`src/rtl/const_loader_if.sv`:
```
// Request and instruction-stream bundle for the constant loader.
// Each channel uses valid/ready: a transfer happens on a rising edge where both valid and
// ready are high; once valid is raised, the payload and valid hold until that edge.
interface const_loader_if;
    logic        req_valid;
    logic        req_ready;
    logic [63:0] req_value;
    logic [4:0]  req_rd;
    logic        instr_valid;
    logic        instr_ready;
    logic [31:0] instr;
    logic [2:0]  ext_ctrl;
    logic        instr_last;
    logic        busy;

    modport master (
        output req_valid, req_value, req_rd, instr_ready,
        input  req_ready, instr_valid, instr, ext_ctrl, instr_last, busy
    );

    modport slave (
        input  req_valid, req_value, req_rd, instr_ready,
        output req_ready, instr_valid, instr, ext_ctrl, instr_last, busy
    );
endinterface

```
`src/rtl/const_loader.sv`:
```
// Expands a 64-bit constant into a MOVZ followed by ascending-halfword MOVKs for one register,
// one instruction per handshake, with the halfword index exported to the sign extender.
module const_loader #(
    parameter bit SKIP_ZERO = 1'b1
) (
    input  logic               CLK,
    input  logic               resetl,
    const_loader_if.slave      bus,
    output logic [1:0]         state_dbg,
    output logic [2:0]         emit_cnt_dbg
);
    typedef enum logic [1:0] {
        IDLE = 2'd0,
        EMIT = 2'd1
    } state_e;

    localparam logic [8:0] OP_MOVZ = 9'b110100101;
    localparam logic [8:0] OP_MOVK = 9'b111100101;

    state_e      state_q, state_d;
    logic [63:0] value_q, value_d;
    logic [4:0]  rd_q, rd_d;
    logic [1:0]  hw_q, hw_d;
    logic        first_q, first_d;
    logic [2:0]  cnt_q, cnt_d;

    logic [1:0]  start_hw;
    logic [1:0]  next_hw;
    logic        has_next;
    logic [15:0] cur_imm;

    // Lowest nonzero halfword of the incoming constant; an all-zero value starts (and ends) at hw 0.
    always_comb begin
        start_hw = 2'd0;
        if (SKIP_ZERO) begin
            for (int i = 3; i >= 0; i--) begin
                if (bus.req_value[16*i +: 16] != 16'h0) begin
                    start_hw = 2'(i);
                end
            end
        end
    end

    always_comb begin
        has_next = 1'b0;
        next_hw  = hw_q;
        for (int i = 3; i >= 0; i--) begin
            if ((i > int'(hw_q)) && (!SKIP_ZERO || (value_q[16*i +: 16] != 16'h0))) begin
                has_next = 1'b1;
                next_hw  = 2'(i);
            end
        end
    end

    assign cur_imm = value_q[{hw_q, 4'b0000} +: 16];

    always_ff @(posedge CLK or negedge resetl) begin
        if (!resetl) begin
            state_q <= IDLE;
            value_q <= 64'h0;
            rd_q    <= 5'h0;
            hw_q    <= 2'd0;
            first_q <= 1'b0;
            cnt_q   <= 3'd0;
        end else begin
            state_q <= state_d;
            value_q <= value_d;
            rd_q    <= rd_d;
            hw_q    <= hw_d;
            first_q <= first_d;
            cnt_q   <= cnt_d;
        end
    end

    always_comb begin
        state_d = state_q;
        value_d = value_q;
        rd_d    = rd_q;
        hw_d    = hw_q;
        first_d = first_q;
        cnt_d   = cnt_q;

        bus.req_ready   = 1'b0;
        bus.busy        = 1'b0;
        bus.instr_valid = 1'b0;
        bus.instr       = 32'h0;
        bus.ext_ctrl    = 3'b000;
        bus.instr_last  = 1'b0;

        case (state_q)
            IDLE: begin
                bus.req_ready = 1'b1;
                if (bus.req_valid) begin
                    value_d = bus.req_value;
                    rd_d    = bus.req_rd;
                    hw_d    = start_hw;
                    first_d = 1'b1;
                    cnt_d   = 3'd1;
                    state_d = EMIT;
                end
            end
            EMIT: begin
                bus.busy        = 1'b1;
                bus.instr_valid = 1'b1;
                bus.instr       = {first_q ? OP_MOVZ : OP_MOVK, hw_q, cur_imm, rd_q};
                bus.ext_ctrl    = {1'b1, hw_q};
                bus.instr_last  = !has_next;
                if (bus.instr_ready) begin
                    if (has_next) begin
                        hw_d    = next_hw;
                        first_d = 1'b0;
                        cnt_d   = cnt_q + 3'd1;
                    end else begin
                        state_d = IDLE;
                    end
                end
            end
            default: begin
                state_d = IDLE;
            end
        endcase
    end

    assign state_dbg    = state_q;
    assign emit_cnt_dbg = cnt_q;

    // A sequence never exceeds four instructions, and a stalled instruction does not move.
    assert property (@(posedge CLK) disable iff (!resetl)
        (state_q == EMIT) |-> (cnt_q >= 3'd1 && cnt_q <= 3'd4));
    assert property (@(posedge CLK) disable iff (!resetl)
        (bus.instr_valid && !bus.instr_ready) |=> (bus.instr_valid && $stable(bus.instr)
            && $stable(bus.ext_ctrl) && $stable(bus.instr_last)));
endmodule

```
`src/flat_wrapper.sv`:
```
// flat-port wrapper written by rule: the top's interface ports become plain ports
module const_loader_flat 
#(
    parameter bit SKIP_ZERO = 1'b1
)
  (CLK, resetl, state_dbg, emit_cnt_dbg, bus_req_valid, bus_req_value, bus_req_rd, bus_instr_ready, bus_req_ready, bus_instr_valid, bus_instr, bus_ext_ctrl, bus_instr_last, bus_busy);
  const_loader_if bus_i ();
  input  logic CLK;
  input  logic resetl;
  output logic [1:0] state_dbg;
  output logic [2:0] emit_cnt_dbg;
  input wire logic [$bits(bus_i.req_valid)-1:0] bus_req_valid;
  input wire logic [$bits(bus_i.req_value)-1:0] bus_req_value;
  input wire logic [$bits(bus_i.req_rd)-1:0] bus_req_rd;
  input wire logic [$bits(bus_i.instr_ready)-1:0] bus_instr_ready;
  output wire logic [$bits(bus_i.req_ready)-1:0] bus_req_ready;
  output wire logic [$bits(bus_i.instr_valid)-1:0] bus_instr_valid;
  output wire logic [$bits(bus_i.instr)-1:0] bus_instr;
  output wire logic [$bits(bus_i.ext_ctrl)-1:0] bus_ext_ctrl;
  output wire logic [$bits(bus_i.instr_last)-1:0] bus_instr_last;
  output wire logic [$bits(bus_i.busy)-1:0] bus_busy;
  assign bus_i.req_valid = bus_req_valid;
  assign bus_i.req_value = bus_req_value;
  assign bus_i.req_rd = bus_req_rd;
  assign bus_i.instr_ready = bus_instr_ready;
  assign bus_req_ready = bus_i.req_ready;
  assign bus_instr_valid = bus_i.instr_valid;
  assign bus_instr = bus_i.instr;
  assign bus_ext_ctrl = bus_i.ext_ctrl;
  assign bus_instr_last = bus_i.instr_last;
  assign bus_busy = bus_i.busy;
  const_loader #(.SKIP_ZERO(SKIP_ZERO)) u_core (.CLK(CLK), .resetl(resetl), .bus(bus_i), .state_dbg(state_dbg), .emit_cnt_dbg(emit_cnt_dbg));
endmodule
```
`config.mk`:
```
export PLATFORM = sky130hd
export DESIGN_NAME = const_loader_flat
export DESIGN_NICKNAME = d
export VERILOG_FILES = /design/src/rtl/const_loader_if.sv /design/src/rtl/const_loader.sv /design/src/flat_wrapper.sv
export SDC_FILE = /design/constraint.sdc
export NUM_CORES = 1
export LEC_CHECK = 0
export ABC_AREA = 1
export CAP_MARGIN = 20
export CORE_ASPECT_RATIO = 0.7
export CORE_MARGIN = 4
export CORE_UTILIZATION = 37
export CTS_CLUSTER_DIAMETER = 150
export CTS_CLUSTER_SIZE = 30
export DETAILED_ROUTE_END_ITERATION = 7
export PLACE_DENSITY_LB_ADDON = 0.12
export SYNTH_ARGS = -nofsm -noshare
export SYNTH_HDL_FRONTEND = slang
export SYNTH_SLANG_ARGS = --single-unit
```
`constraint.sdc`:
```
create_clock -name CLK -period 1.3 [get_ports CLK]
set_input_delay 0.26 -clock CLK [delete_from_list [all_inputs] [get_ports CLK]]
set_output_delay 0.26 -clock CLK [all_outputs]
set_load 0.005 [all_outputs]
```
# [After elaboration in Yosys (flattened, before gate mapping)]
# Cells that the tools add are included.
[word_totals] out_inout_bits=44 reg_bits=77 word_cells=66
[classes] addsub=1 order_cmp=3 n_reduce_logical=17 mux=32 shift=1 eq_ne=6
[ops] cell="nonzero test 16 bit" count=7
[ops] cell="variable part select 64 x 7 -> 16 bit" count=1
[ops] cell="2-to-1 mux 32 bit" count=1
[ops] cell="2-to-1 mux 2 bit" count=13
[ops] cell="2-to-1 mux 3 bit" count=4
[ops] cell="2-to-1 mux 1 bit" count=9
[ops] cell="one-hot mux 2 bit (2 select lines)" count=2
[ops] cell="2-to-1 mux 7 bit" count=1
[ops] cell="!= test 2 bit, second input constant" count=3
[ops] cell="one-hot mux 3 bit (2 select lines)" count=1
[ops] cell="AND reduction 5 bit" count=1
[ops] cell="> comparator 2 bit, first input constant" count=2
[ops] cell="!= test 4 x 1 -> 1 bit, second input constant" count=1
[ops] cell="AND reduction 4 bit" count=1
[ops] cell="adder 3 x 1 -> 3 bit, second input constant" count=1
[ops] cell="logical AND 1 bit" count=3
[ops] cell="AND reduction 3 bit" count=1
[ops] cell="== test 2 x 1 -> 1 bit, second input constant" count=1
[ops] cell="> comparator 1 x 2 -> 1 bit, first input constant" count=1
[ops] cell="zero test 2 bit" count=1
[ops] cell="!= test 2 x 1 -> 1 bit, second input constant" count=1
[ops] cell="one-hot mux 1 bit (2 select lines)" count=1
[ops] cell="AND reduction 2 bit" count=1
[ops] cell="nonzero test 2 bit" count=1
[ops] cell="zero test 1 bit" count=1

# [Longest topological paths before layout]
[depth] depth_word=8 depth_mapped=11

# [Worst setup path before layout]
# OpenSTA, ideal clock, no wires.
[synth_timing] kind="reg2out" startpoint="register u_core.state_q[0] (netlist: u_core.state_dbg[0])" endpoint="output port bus_instr[15]" setup_slack_ns=-0.144 arrival_time_ns=1.184 required_time_ns=1.040 stages_incl_launch_ff=5 path_cell_list="dfrtp_1 > inv_2 > buf_2 > buf_2 > a21oi_1"
[synth_between] elab_chain_len=2
[synth_lines] element="start: declaration" line="const_loader.sv:20" rtl="state_e state_q, state_d;"
[synth_lines] element="start signal: assignment" line="const_loader.sv:66" rtl="state_q <= state_d;"
[synth_lines] element="== test 2 x 1 -> 1 bit" line="const_loader.sv:90" rtl="case (state_q)"
[synth_lines] element="2-to-1 mux 32 bit" line="const_loader.sv:90"
[synth_lines] element="end: declaration" line="flat_wrapper.sv:18" rtl="output wire logic [$bits(bus_i.instr)-1:0] bus_instr;"
# No other way between the ends.

# [Worst setup path in the final report]
[layout_timing] startpoint="register u_core.hw_q[1]" endpoint="output port bus_instr[12]"
[layout_between] elab_chain_len=2
[layout_lines] element="start: declaration" line="const_loader.sv:23" rtl="logic [1:0] hw_q, hw_d;"
[layout_lines] element="start signal: assignment" line="const_loader.sv:69" rtl="hw_q <= hw_d;"
[layout_lines] element="variable part select 64 x 7 -> 16 bit" line="const_loader.sv:55" rtl="assign cur_imm = value_q[{hw_q, 4'b0000} +: 16];"
[layout_lines] element="2-to-1 mux 32 bit" line="const_loader.sv:90"
# No other way between the ends.

==> impl_metrics.env <==
export IMPL_syn_instance_count=506
export IMPL_syn_area_um2=4115
export IMPL_crit_slowest_cell="dfrtp_1"
export IMPL_min_period_ns=1.946
export IMPL_first_iter_violations=243
export IMPL_skew_ns=0.008003
export IMPL_antenna_found_initial=0
export IMPL_timing_hold_ws_ns=0.3889
export IMPL_status="finished with violations"
export IMPL_port_buffers=112
export IMPL_drtPass1Iterations=4
export IMPL_grt_overflow_total=0
export IMPL_startpoint_type="register"
export IMPL_synth_avg_cell_area_um2=8.133
export IMPL_core_area_um2=10590
export IMPL_rr_startpoint="u_core.state_dbg[0]"
export IMPL_crit_path_start="u_core.hw_q[1]"
export IMPL_cpPeakStageDelay_ns=0.39
export IMPL_layout_common_cells="99 x buf_4, 80 x nor2_1, 74 x dfrtp_1"
export IMPL_crit_fanout=6
export IMPL_top_layer="met4"
export IMPL_hp_class="in2async"
export IMPL_finish_utilization_pct=74.56
export IMPL_dp_cells=844
export IMPL_nNetsFinal=838
export IMPL_met3WireLength_um=1113
export IMPL_path_common_cell="buf_12"
export IMPL_seq_area_frac_synth_pct=46.21
export IMPL_htree_num_levels=3
export IMPL_dr_total_vias=4431
export IMPL_grt_max_degree=30
export IMPL_ant_nets=0
export IMPL_layout_setup_ws_ns=-0.6463
export IMPL_cp_buffers_inverters=5
export IMPL_final_cell_count_no_fill=917
export IMPL_root_buffer="clkbuf_16"
export IMPL_grt_pass1_vias=4571
export IMPL_drc=0
export IMPL_path_delay_family="buffers and inverters"
export IMPL_setup_violations=113
export IMPL_clk_pin_slew_ns=0.06
export IMPL_die_area_um2=12900
export IMPL_maxCapViolCount=0
export IMPL_met2WireLength_um=7689
export IMPL_violations="negative setup slack"
export IMPL_critPathCaptureType="output port"
export IMPL_ys_ff_latch=76
export IMPL_post_drt_wl_per_cell_um=17.48
export IMPL_drt_vias_per_instance=4.832
export IMPL_place_gp_congestion=0.8683
export IMPL_place_ws_ns=-0.6363
export IMPL_hold_violations=0
export IMPL_fin_area_um2=7895
export IMPL_netlist_cell_type_count=28
export IMPL_cts_tree="yes"
export IMPL_worstSkewPairLatency_ns=0.34
export IMPL_totalWireLength_um=16030
export IMPL_final_common_cell="buf_4"
export IMPL_post_route_period_util_pct=149.7
export IMPL_powerDensity_nw_per_um2=2344
export IMPL_chipWidth_um=134.1
export IMPL_ios=117
export IMPL_rsz0062_at_grt="yes"
export IMPL_rows=31
export IMPL_worst_ir_drop_vdd_mv=1.122
export IMPL_die_height_um=96.24
export IMPL_p_leak_nw=3.829
export IMPL_synth_warnings=0
export IMPL_fmax_mhz=513.8
export IMPL_clk_path_buf_depth=2
export IMPL_grtUsageTotal_pct=24.31
export IMPL_flow_area_growth_from_synthesis_pct=91.85
export IMPL_cts_sinks=76
export IMPL_dp_hpwl_um=10000
export IMPL_placed_area_um2=6100
export IMPL_start_util_pct=38.86
export IMPL_grt_first_pass_wirelength_um=23840
export IMPL_final_layout_size_suffix_gt1_share_pct=49.54
export IMPL_worstPathRequired_ns=1.04
export IMPL_crit_type="reg2out"
export IMPL_wl_met1_um=6890
export IMPL_slew_violations=0
export IMPL_cp_cell_sequence="buf_6 > inv_4 > nor2_4 > buf_12 > buf_12 > nand2_4 > a31oi_4 > buf_2"
export IMPL_cts_made_buffers=9
export IMPL_cp_arrival_ns=1.69
export IMPL_antenna_cells=0
[cell families (layout without fill, tap and decap cells)]
kind of cell	Yosys count	after routing	share of synthesized area [%]
muxes	32	32	8.757
buffers and inverters	87	346	11.13
adders and majority gates	1	1	0.3040
other	1	4	0.09113
and+or+nand+nor	228	229	22.29
DFF	76	76	46.21
AOI/OAI and AO/OA	80	80	11.01
xor gates and xnor gates	1	1	0.2129
[metal layers]
| layer | vias to the layer above | GRT usage [%] |
|---|---|---|
| li1 | 2130 | - |
| met1 | 2123 | 31.31 |
| met2 | 148 | 41.18 |
| met3 | 30 | 6.897 |
| met4 | 0 | 5.593 |
| met5 | - | 0 |
[per-stage QoR]
| stage | power (mW) | setup TNS, ns |
|---|---|---|
| after floorplan | 7.662 | -0.06810 |
| after global placement | 11.90 | -27.35 |
| after detailed placement | 12.09 | -29.36 |
| after CTS | 16.76 | -31.19 |
| after global routing | 19.44 | -41.98 |
| final | 18.51 | -37.30 |
[power breakdown]
part,total (mW),internal (mW),leakage (nW),switching [mW]
Sequential,4.34,3.48,0.940,0.864
Clock,2.94,1.98,0.173,0.967
Combinational,11.2,6.17,2.72,5.05
[layout make-up]
class	instances	area [um^2]
Multi-Input combinational cell	347	2345
Sequential cell	76	1904
Tap cell	148	185.2
Clock buffer	12	256.5
Inverter	52	215.2
Clock inverter	4	95.09
Fill cell	728	2694
Timing Repair inverter	2	27.53
Timing Repair Buffer	276	2867
[worst paths after layout]
| kind | cells past startpoint | endpoint | slack [ns] |
|---|---|---|---|
| max in group asynchronous | 3 | u_core.emit_cnt_dbg[0] | 0.42 |
| max | 8 | bus_instr[12] | -0.65 |
| max reg2reg | 12 | u_core.emit_cnt_dbg[0] | -0.40 |
| min reg2reg | 2 | u_core.value_q[10] | 0.50 |
| min in group CLK | 3 | u_core.value_q[37] | 0.48 |
| min | 2 | u_core.value_q[40] | 0.39 |
[registers in the layout, indices dropped and copies added, names as in the netlist]
signal	flops
u_core.emit_cnt_dbg	3
u_core.first_q	1
u_core.hw_q	2
u_core.rd_q	5
u_core.state_dbg	1
u_core.value_q	64
[cell usage after synthesis (all sizes together)]
cell / n / area [um^2]
a31oi: 8 / 50.05
nor2: 94 / 370.4
nand4: 6 / 37.54
mux2: 32 / 360.4
a22oi: 8 / 60.06
nor3: 1 / 5.000
inv: 52 / 195.2
o21ai: 55 / 297.8
xor2: 1 / 8.760
nand3: 6 / 30.03
a21oi: 9 / 45.04
nand2: 121 / 474.2
ha: 1 / 12.51
buf: 31 / 246.5
clkbuf: 4 / 16.26
conb: 1 / 3.750
dfrtp: 76 / 1902
[repair_timing]
action / CTS / global route
gates cloned: 17 / 0
gates resized for setup: 327 / 111
hold buffers: 1 / 0
setup endpoints to repair: 115 / 113
hold endpoints to repair: 23 / 0
pin swaps: 39 / 34
setup buffers: 28 / 18
Note: power is estimated with default switching activity, not from simulation.
